**src/rtl/mmu_pkg.sv**
```systemverilog
// Shared page-table definitions for the two-level (Sv32-like) walker family.
package mmu_pkg;

    // Virtual-address field positions for the two table levels.
    localparam int unsigned Vpn1Msb = 31;
    localparam int unsigned Vpn1Lsb = 22;
    localparam int unsigned Vpn2Msb = 21;
    localparam int unsigned Vpn2Lsb = 12;

    // Superpage alignment: the low PPN bits a level-1 leaf must leave clear.
    localparam int unsigned SuperAlignBits = Vpn1Lsb - Vpn2Lsb;

    typedef struct packed {
        logic [19:0] ppn;
        logic [9:0]  reserved;
        logic        leaf;
        logic        valid;
    } pte_t;

    typedef enum logic [2:0] {
        StIdle,
        StL1Req,
        StL2Req,
        StUpdate,
        StFault
    } walk_state_e;

    typedef enum logic [1:0] {
        ActDescend,
        ActLeaf,
        ActFault
    } pte_action_e;

    // Decide what a fetched PTE means at a given level; the last level may not descend.
    function automatic pte_action_e pte_check(input pte_t pte, input logic last_level);
        pte_action_e act;
        if (!pte.valid) begin
            act = ActFault;
        end else if (last_level) begin
            act = pte.leaf ? ActLeaf : ActFault;
        end else if (!pte.leaf) begin
            act = ActDescend;
        end else if (pte.ppn[SuperAlignBits-1:0] == '0) begin
            act = ActLeaf;
        end else begin
            act = ActFault;
        end
        return act;
    endfunction

endpackage

```
**src/rtl/page_table_walker.sv**
```systemverilog
// Two-level hardware page-table walker answering TLB misses with a fill or a fault pulse.
module page_table_walker
    import mmu_pkg::*;
#(
    parameter int unsigned VA_WIDTH  = 32,
    parameter int unsigned PAGE_BITS = 12
) (
    input  logic                          clk,
    input  logic                          reset,
    input  logic                          miss_valid,
    input  logic [VA_WIDTH-1:0]           miss_vaddr,
    output logic                          miss_ready,
    input  logic [VA_WIDTH-PAGE_BITS-1:0] root_ppn,
    output logic                          mem_req,
    output logic [VA_WIDTH-1:0]           mem_addr,
    input  logic                          mem_ack,
    input  logic [31:0]                   mem_rdata,
    output logic                          mmu_update_request,
    output logic [VA_WIDTH-1:0]           mmu_paddr,
    output logic [VA_WIDTH-1:0]           mmu_vaddr,
    output logic                          fault,
    output logic [VA_WIDTH-1:0]           fault_vaddr
);

    walk_state_e                   state_q;
    logic                          miss_ready_q;
    logic                          mem_req_q;
    logic [VA_WIDTH-1:0]           mem_addr_q;
    logic                          update_q;
    logic                          fault_q;
    logic [VA_WIDTH-PAGE_BITS-1:0] ppage_q;
    logic [VA_WIDTH-1:0]           vaddr_q;

    // Walk FSM with all outputs registered alongside the state.
    always_ff @(posedge clk) begin
        if (reset) begin
            state_q      <= StIdle;
            miss_ready_q <= 1'b1;
            mem_req_q    <= 1'b0;
            mem_addr_q   <= '0;
            update_q     <= 1'b0;
            fault_q      <= 1'b0;
            ppage_q      <= '0;
            vaddr_q      <= '0;
        end else begin
            case (state_q)
                StIdle: begin
                    if (miss_valid) begin
                        // root_ppn is only needed to form the L1 address, so fold it in now.
                        vaddr_q      <= miss_vaddr;
                        mem_addr_q   <= {root_ppn, miss_vaddr[Vpn1Msb:Vpn1Lsb], 2'b00};
                        mem_req_q    <= 1'b1;
                        miss_ready_q <= 1'b0;
                        state_q      <= StL1Req;
                    end
                end
                StL1Req: begin
                    if (mem_ack) begin
                        unique case (pte_check(pte_t'(mem_rdata), 1'b0))
                            ActDescend: begin
                                mem_addr_q <= {mem_rdata[31:12], vaddr_q[Vpn2Msb:Vpn2Lsb], 2'b00};
                                state_q    <= StL2Req;
                            end
                            ActLeaf: begin
                                // Superpage: VPN2 passes straight through into the page number.
                                mem_req_q <= 1'b0;
                                ppage_q   <= {mem_rdata[31:22], vaddr_q[Vpn2Msb:Vpn2Lsb]};
                                update_q  <= 1'b1;
                                state_q   <= StUpdate;
                            end
                            ActFault: begin
                                mem_req_q <= 1'b0;
                                fault_q   <= 1'b1;
                                state_q   <= StFault;
                            end
                        endcase
                    end
                end
                StL2Req: begin
                    if (mem_ack) begin
                        mem_req_q <= 1'b0;
                        if (pte_check(pte_t'(mem_rdata), 1'b1) == ActLeaf) begin
                            ppage_q  <= mem_rdata[31:12];
                            update_q <= 1'b1;
                            state_q  <= StUpdate;
                        end else begin
                            fault_q <= 1'b1;
                            state_q <= StFault;
                        end
                    end
                end
                StUpdate, StFault: begin
                    update_q     <= 1'b0;
                    fault_q      <= 1'b0;
                    miss_ready_q <= 1'b1;
                    state_q      <= StIdle;
                end
                default: begin
                    state_q      <= StIdle;
                    miss_ready_q <= 1'b1;
                    mem_req_q    <= 1'b0;
                    update_q     <= 1'b0;
                    fault_q      <= 1'b0;
                end
            endcase
        end
    end

    assign miss_ready         = miss_ready_q;
    assign mem_req            = mem_req_q;
    assign mem_addr           = mem_addr_q;
    assign mmu_update_request = update_q;
    assign mmu_paddr          = {ppage_q, {PAGE_BITS{1'b0}}};
    assign mmu_vaddr          = vaddr_q;
    assign fault              = fault_q;
    assign fault_vaddr        = vaddr_q;

endmodule

```
**config.mk**
```make
export PLATFORM = sky130hd
export DESIGN_NAME = page_table_walker
export DESIGN_NICKNAME = d
export VERILOG_FILES = /design/src/rtl/mmu_pkg.sv /design/src/rtl/page_table_walker.sv
export SDC_FILE = /design/constraint.sdc
export NUM_CORES = 1
export LEC_CHECK = 0
export CORE_MARGIN = 2
export CORE_UTILIZATION = 39
export DETAILED_ROUTE_END_ITERATION = 7
export PLACE_DENSITY = 0.8
export SETUP_SLACK_MARGIN = 0.3
export SKIP_LAST_GASP = 1
export SYNTH_ARGS = -nofsm -noshare
export SYNTH_HDL_FRONTEND = slang
export SYNTH_SLANG_ARGS = --single-unit
```
**constraint.sdc**
```tcl
create_clock -name clk -period 3.3 [get_ports clk]
set_clock_uncertainty 0.15 [all_clocks]
set_input_delay 0.99 -clock clk [delete_from_list [all_inputs] [get_ports clk]]
set_output_delay 0.99 -clock clk [all_outputs]
set_load 0.02 [all_outputs]
```
==> results of run 1 <==
## what timing repair did
action | in CTS | in global routing
setup endpoints to repair | 1 | 20
resized for setup | 0 | 8
pin swaps | 0 | 3
cloned | 0 | 1
buffers inserted | 0 | 1
## cell usage after synthesis, drive strengths merged
cell type	number
a211oi	2
a21boi	3
a21o	3
a21oi	36
a221oi	1
a22oi	2
a311oi	31
a32oi	8
and3	4
and3b	1
buf	48
clkbuf	38
conb	1
dfxtp	89
inv	2
mux2i	10
nand2	128
nand2b	33
nand3	3
nand3b	1
nand4	1
nand4b	2
nor2	37
nor3	3
nor3b	1
o211ai	3
o21ai	3
o22ai	10
or2	1
or3	2
or3b	3
or4	3
## layout make-up
class	instances	area, µm²
clock buffers	10	137.6
well taps	136	170.2
clock inverters	6	66.31
multi-input cells	349	1902
repair buffers	219	2183
fillers	863	4029
flip-flops and latches	89	1782
inverters	2	7.507
## worst max-delay path by stage
stage / from / end / slack (ns)
after floorplan: mem_rdata[15] / ppage_q[10]$_SDFFE_PP0P_ / 0.56
after global placement: mem_rdata[15] / ppage_q[4]$_SDFFE_PP0P_ / -0.05
after detailed placement: mem_rdata[15] / ppage_q[7]$_SDFFE_PP0P_ / -0.07
after CTS: mem_rdata[15] / ppage_q[5]$_SDFFE_PP0P_ / 0.30
after global routing: mem_rdata[12] / ppage_q[10]$_SDFFE_PP0P_ / 0.33
final: mem_rdata[12] / ppage_q[16]$_SDFFE_PP0P_ / 0.37
## flip-flops by register name (all words and copies together), names as in the netlist
name,flops
mem_req,1
mmu_update_request,1
fault_vaddr,32
state_q,3
fault,1
mem_addr,30
miss_ready,1
ppage_q,20
## worst max-delay path, cell delays in order
cell,delay [ns]
clkdlybuf4s50_1,0.45
or4_4,0.57
or4_4,0.46
a21oi_4,0.24
clkbuf_16,0.20
mux2i_1,0.18
## per-stage QoR
step,area (µm²),setup TNS (ns),power (mW),instances,hold WS [ns]
2_1_floorplan,4155,0,1.970,526,0.3867
3_3_place_gp,5982,-0.7822,2.454,793,0.3056
3_5_place_dp,5982,-1.113,2.477,793,0.3145
4_1_cts,6186,0,3.265,809,0.3277
5_1_grt,6248,0,3.414,811,0.3460
6_report,6248,0,3.240,811,0.3231
## cells by family after synthesis
kind of cell / Yosys count / synth area share [%]
AOI/OAI and AO/OA: 102 / 17.28
buffers and inverters: 88 / 12.46
DFF: 89 / 43.39
muxes: 10 / 2.438
other: 1 / 0.09132
and+or+nand+nor: 223 / 24.34
## power breakdown
part	switching (mW)	internal [mW]
logic	0.621	0.527
clock network	0.411	0.374
registers	0.108	1.20
total	1.14	2.10
## metal layers
metal  GRT usage [%]  vias to the layer above  share of wire, %
li1                -                     2013                 -
met1           28.21                     1902                42
met2           37.99                      201                47
met3           5.167                       19               8.6
met4           7.978                        0               1.6
met5               0                        -                 0
==> results.sh, run 1 <==
export IMPL_synthesis_area_um2=4106
export IMPL_p_leak_nw=2.330
export IMPL_cts_tree="done"
export IMPL_drtPass1Iterations=5
export IMPL_crit_path_end_kind="register"
export IMPL_maxSlewViolCount=0
export IMPL_power_density_nw_per_um2=518.6
export IMPL_vias_per_cell=5.099
export IMPL_area_growth_pct=52.16
export IMPL_die_y_um=106.6
export IMPL_worstPathRequired_ns=3.45
export IMPL_max_freq_mhz=341.2
export IMPL_initial_core_util_pct=39.96
export IMPL_die_area_um2=11370
export IMPL_synth_seq_cells=89
export IMPL_period_share_pct=88.81
export IMPL_fin_ws_ns=0.3694
export IMPL_worstSetupPathType="primary input to register"
export IMPL_num_rows=37
export IMPL_syn_inst=513
export IMPL_ios=220
export IMPL_status="completed"
export IMPL_final_cell_mix="clkdlybuf4s50_1 (191), nand2_1 (128), dfxtp_1 (89)"
export IMPL_cts_root_buf="clkbuf_8"
export IMPL_tightest_slew_ns=0.7514
export IMPL_reg2reg_from="state_q[0]$_SDFFE_PP0P_"
export IMPL_drive_gt1_share_pct=7.704
export IMPL_via_count=4135
export IMPL_grt_pass1_vias=4005
export IMPL_dp_hpwl_um=9411
export IMPL_hp_class="register to register"
export IMPL_ff2ff_setup_slack_ns=0.82
export IMPL_clockBufferDepth=2
export IMPL_core_area_um2=10280
export IMPL_dp_slack_ns=-0.07231
export IMPL_whs_path_depth=2
export IMPL_ys_seq_area_share_pct=43.39
export IMPL_rr_worst_depth=5
export IMPL_final_common_cell="clkdlybuf4s50_1"
export IMPL_ant_nets=0
export IMPL_rsz0062_at_grt="false"
export IMPL_netlist_area_leader_share_pct=43.39
export IMPL_drt_total_wl_um=13190
export IMPL_synth_top_area_cell="dfxtp_1"
export IMPL_numClockSinks=89
export IMPL_fin_util_pct=60.80
export IMPL_maxCapViolations=0
export IMPL_cts_made_buffers=9
export IMPL_worstHoldStart="fault_vaddr[25]$_SDFFE_PP0P_"
export IMPL_peakVddDrop_mv=0.2560
export IMPL_holdPathEnd="fault_vaddr[25]$_SDFFE_PP0P_"
export IMPL_n_antenna_cell=0
export IMPL_nNetsFinal=758
export IMPL_grt_max_degree=84
export IMPL_finalWeightedCongestion=0.8705
export IMPL_dieWidth_um=106.6
export IMPL_port_buffer_count=195
export IMPL_ctsHoldBuffers=0
export IMPL_grt_overflow=0
export IMPL_ys_types=38
export IMPL_syn_area_per_cell_um2=8.005
export IMPL_hold_viol=0
export IMPL_synthTopCellsByArea="dfxtp_1 (43%), nand2_1 (12%), buf_4 (8.4%)"
export IMPL_r2r_end="ppage_q[16]$_SDFFE_PP0P_"
export IMPL_clock_latency_ns=0.36
export IMPL_yosys_warnings=0
export IMPL_worstPathMaxFanout=5
export IMPL_setup_viol=0
export IMPL_htree_num_levels=3
export IMPL_drcViolationCount=0
export IMPL_drtIter0Drc=251
export IMPL_cts_clk_slew_worst_paths_ns=0.09
export IMPL_routedWlPerCell_um=16.27
export IMPL_antenna_found_initial=0
export IMPL_grt_pass1_wl_um=20120
export IMPL_start_kind="primary input"
export IMPL_period_minus_slack_ns=2.931
export IMPL_relSlewSlack_pct=49.91
export IMPL_worst_ep_arrival_time_ns=3.08
export IMPL_grtUsageTotal_pct=22.53
(Power assumes the default switching activity.)
==> run 2, diff against run 1 <==
- CTS_CLUSTER_SIZE: not set -> 24
==> results of run 2 <==
Same layout as run 1: the final DEF is identical, and so are final timing and power.
==> run 3, diff against run 2 <==
- ABC_AREA: not set -> 0
- REMOVE_ABC_BUFFERS: not set -> 1
==> run 3 against run 2 <==
  * Final cell count decreased by 0.25%
  * Register-to-register slack about the same
  * First-iteration DRC count decreased by 24%
  * Core utilization about the same
  * Setup slack got worse by 0.029 ns
  * Non-clock buffer count decreased by 2
  * Via count decreased by 0.44%
  * Largest cell class unchanged
  * Highest routed layer unchanged
==> results.sh, run 3 (synthesized netlist as in run 1, its figures left out) <==
export IMPL_dp_cells=790
export IMPL_rsz0062_at_grt="false"
export IMPL_drtIter0Drc=192
export IMPL_fin_util_pct=60.75
export IMPL_hp_class="register to register"
export IMPL_initial_core_util_pct=39.96
export IMPL_status="completed"
export IMPL_drt_total_wl_um=12550
export IMPL_core_area_um2=10280
export IMPL_grt_pass1_vias=3902
export IMPL_power_mw=3.209
export IMPL_die_y_um=106.6
export IMPL_power_density_nw_per_um2=514.0
export IMPL_worstPathMaxFanout=5
export IMPL_period_share_pct=89.69
export IMPL_cts_tree="done"
export IMPL_routedWlPerCell_um=15.52
export IMPL_htree_num_levels=3
export IMPL_setup_viol=0
export IMPL_cts_root_buf="clkbuf_8"
export IMPL_fin_ws_ns=0.3404
export IMPL_area_growth_pct=52.04
export IMPL_stdcell_count=809
export IMPL_worstSetupPathType="primary input to register"
export IMPL_grt_max_degree=56
export IMPL_n_antenna_cell=0
export IMPL_multi_input_area_um2=1898
export IMPL_drtPass1Iterations=4
export IMPL_vias_per_cell=5.089
export IMPL_antenna_found_initial=0
export IMPL_cts_made_buffers=9
export IMPL_hold_viol=0
export IMPL_regArea_um2=1782
export IMPL_grt_pass1_wl_um=19590
export IMPL_nNetsFinal=756
export IMPL_placed_area_um2=5959
export IMPL_worst_hold_slack_ns=0.3272
export IMPL_grt_overflow=0
export IMPL_cts_clk_slew_worst_paths_ns=0.09
export IMPL_crit_path_end_kind="register"
export IMPL_drcViolationCount=0
export IMPL_num_rows=37
export IMPL_max_freq_mhz=337.9
export IMPL_clockBufferDepth=2
export IMPL_final_common_cell="clkdlybuf4s50_1"
export IMPL_numClockSinks=89
export IMPL_die_area_um2=11370
export IMPL_ios=220
export IMPL_worstPathRequired_ns=3.42
export IMPL_port_buffer_count=195
export IMPL_worst_ep_arrival_time_ns=3.08
export IMPL_peakVddDrop_mv=0.2412
export IMPL_dp_slack_ns=-0.1067
export IMPL_start_kind="primary input"
export IMPL_final_cell_mix="clkdlybuf4s50_1 (191), nand2_1 (128), dfxtp_1 (89)"
export IMPL_period_minus_slack_ns=2.960
export IMPL_ant_nets=0
export IMPL_largest_reg_flops=32
export IMPL_grtUsageTotal_pct=21.42
export IMPL_fin_tns_setup_ns=0
export IMPL_maxSlewViolCount=0
export IMPL_tightest_slew_ns=0.5512
export IMPL_maxCapViolations=0
export IMPL_dieWidth_um=106.6
export IMPL_fin_area_um2=6243
export IMPL_relSlewSlack_pct=63.25
export IMPL_drive_gt1_share_pct=7.132
export IMPL_p_leak_nw=2.313
export IMPL_finalWeightedCongestion=0.8277
export IMPL_fillers=911
export IMPL_dp_hpwl_um=8822
export IMPL_via_count=4117
export IMPL_clock_latency_ns=0.35
run 3: changes by cell type in the layout (fill, tap and decap cells not counted), sizes merged:
cell / previous run / this run
clkbuf: 11 / 13
clkinv: 4 / 0
clkinvlp: 0 / 2
buf: 24 / 21
inv: 3 / 4
run 3: worst max-delay path, stage by stage:
cell and delay [ns]:
clkdlybuf4s50_1 0.44, or4_4 0.56, or4_4 0.45, a21oi_4 0.26
clkbuf_16 0.21, mux2i_1 0.18
run 3: final timing paths:
check / to / slack, ns / cells past startpoint / start
max reg2reg: ppage_q[16]$_SDFFE_PP0P_ / 0.82 / 5 / state_q[0]$_SDFFE_PP0P_
max: ppage_q[16]$_SDFFE_PP0P_ / 0.34 / 6 / mem_rdata[12]
min: fault_vaddr[24]$_SDFFE_PP0P_ / 0.33 / 2 / fault_vaddr[24]$_SDFFE_PP0P_
min reg2reg: fault_vaddr[24]$_SDFFE_PP0P_ / 0.33 / 2 / fault_vaddr[24]$_SDFFE_PP0P_
run 3: routing by layer:
metal	track usage, %	part of all wire, %	vias to the layer above
met5	0	0	-
met1	27.26	42	1925
met3	4.620	7.1	19
met4	6.679	1.7	0
li1	-	-	2002
met2	36.26	49	171
run 3: repair_timing:
item	in CTS	in global routing
gates resized for setup	1	5
pin swaps	0	3
hold buffers	0	0
setup buffers	0	1
gates cloned	0	2
setup endpoints to repair	5	3
run 3: power by group:
| group | leakage [nW] | internal [mW] | total [mW] | switching, mW |
|---|---|---|---|---|
| sequential | 0.730 | 1.20 | 1.30 | 0.102 |
| combinational | 1.49 | 0.515 | 1.13 | 0.615 |
| clock | 0.0966 | 0.377 | 0.778 | 0.400 |
run 3: layout make-up:
| type | instances | area share, % |
|---|---|---|
| clock buffers | 11 | 2.265 |
| clock inverters | 5 | 1.002 |
| inverters | 2 | 0.1202 |
| multi-input cells | 349 | 30.40 |
| flip-flops and latches | 89 | 28.54 |
| well taps | 136 | 2.725 |
| repair buffers | 217 | 34.95 |
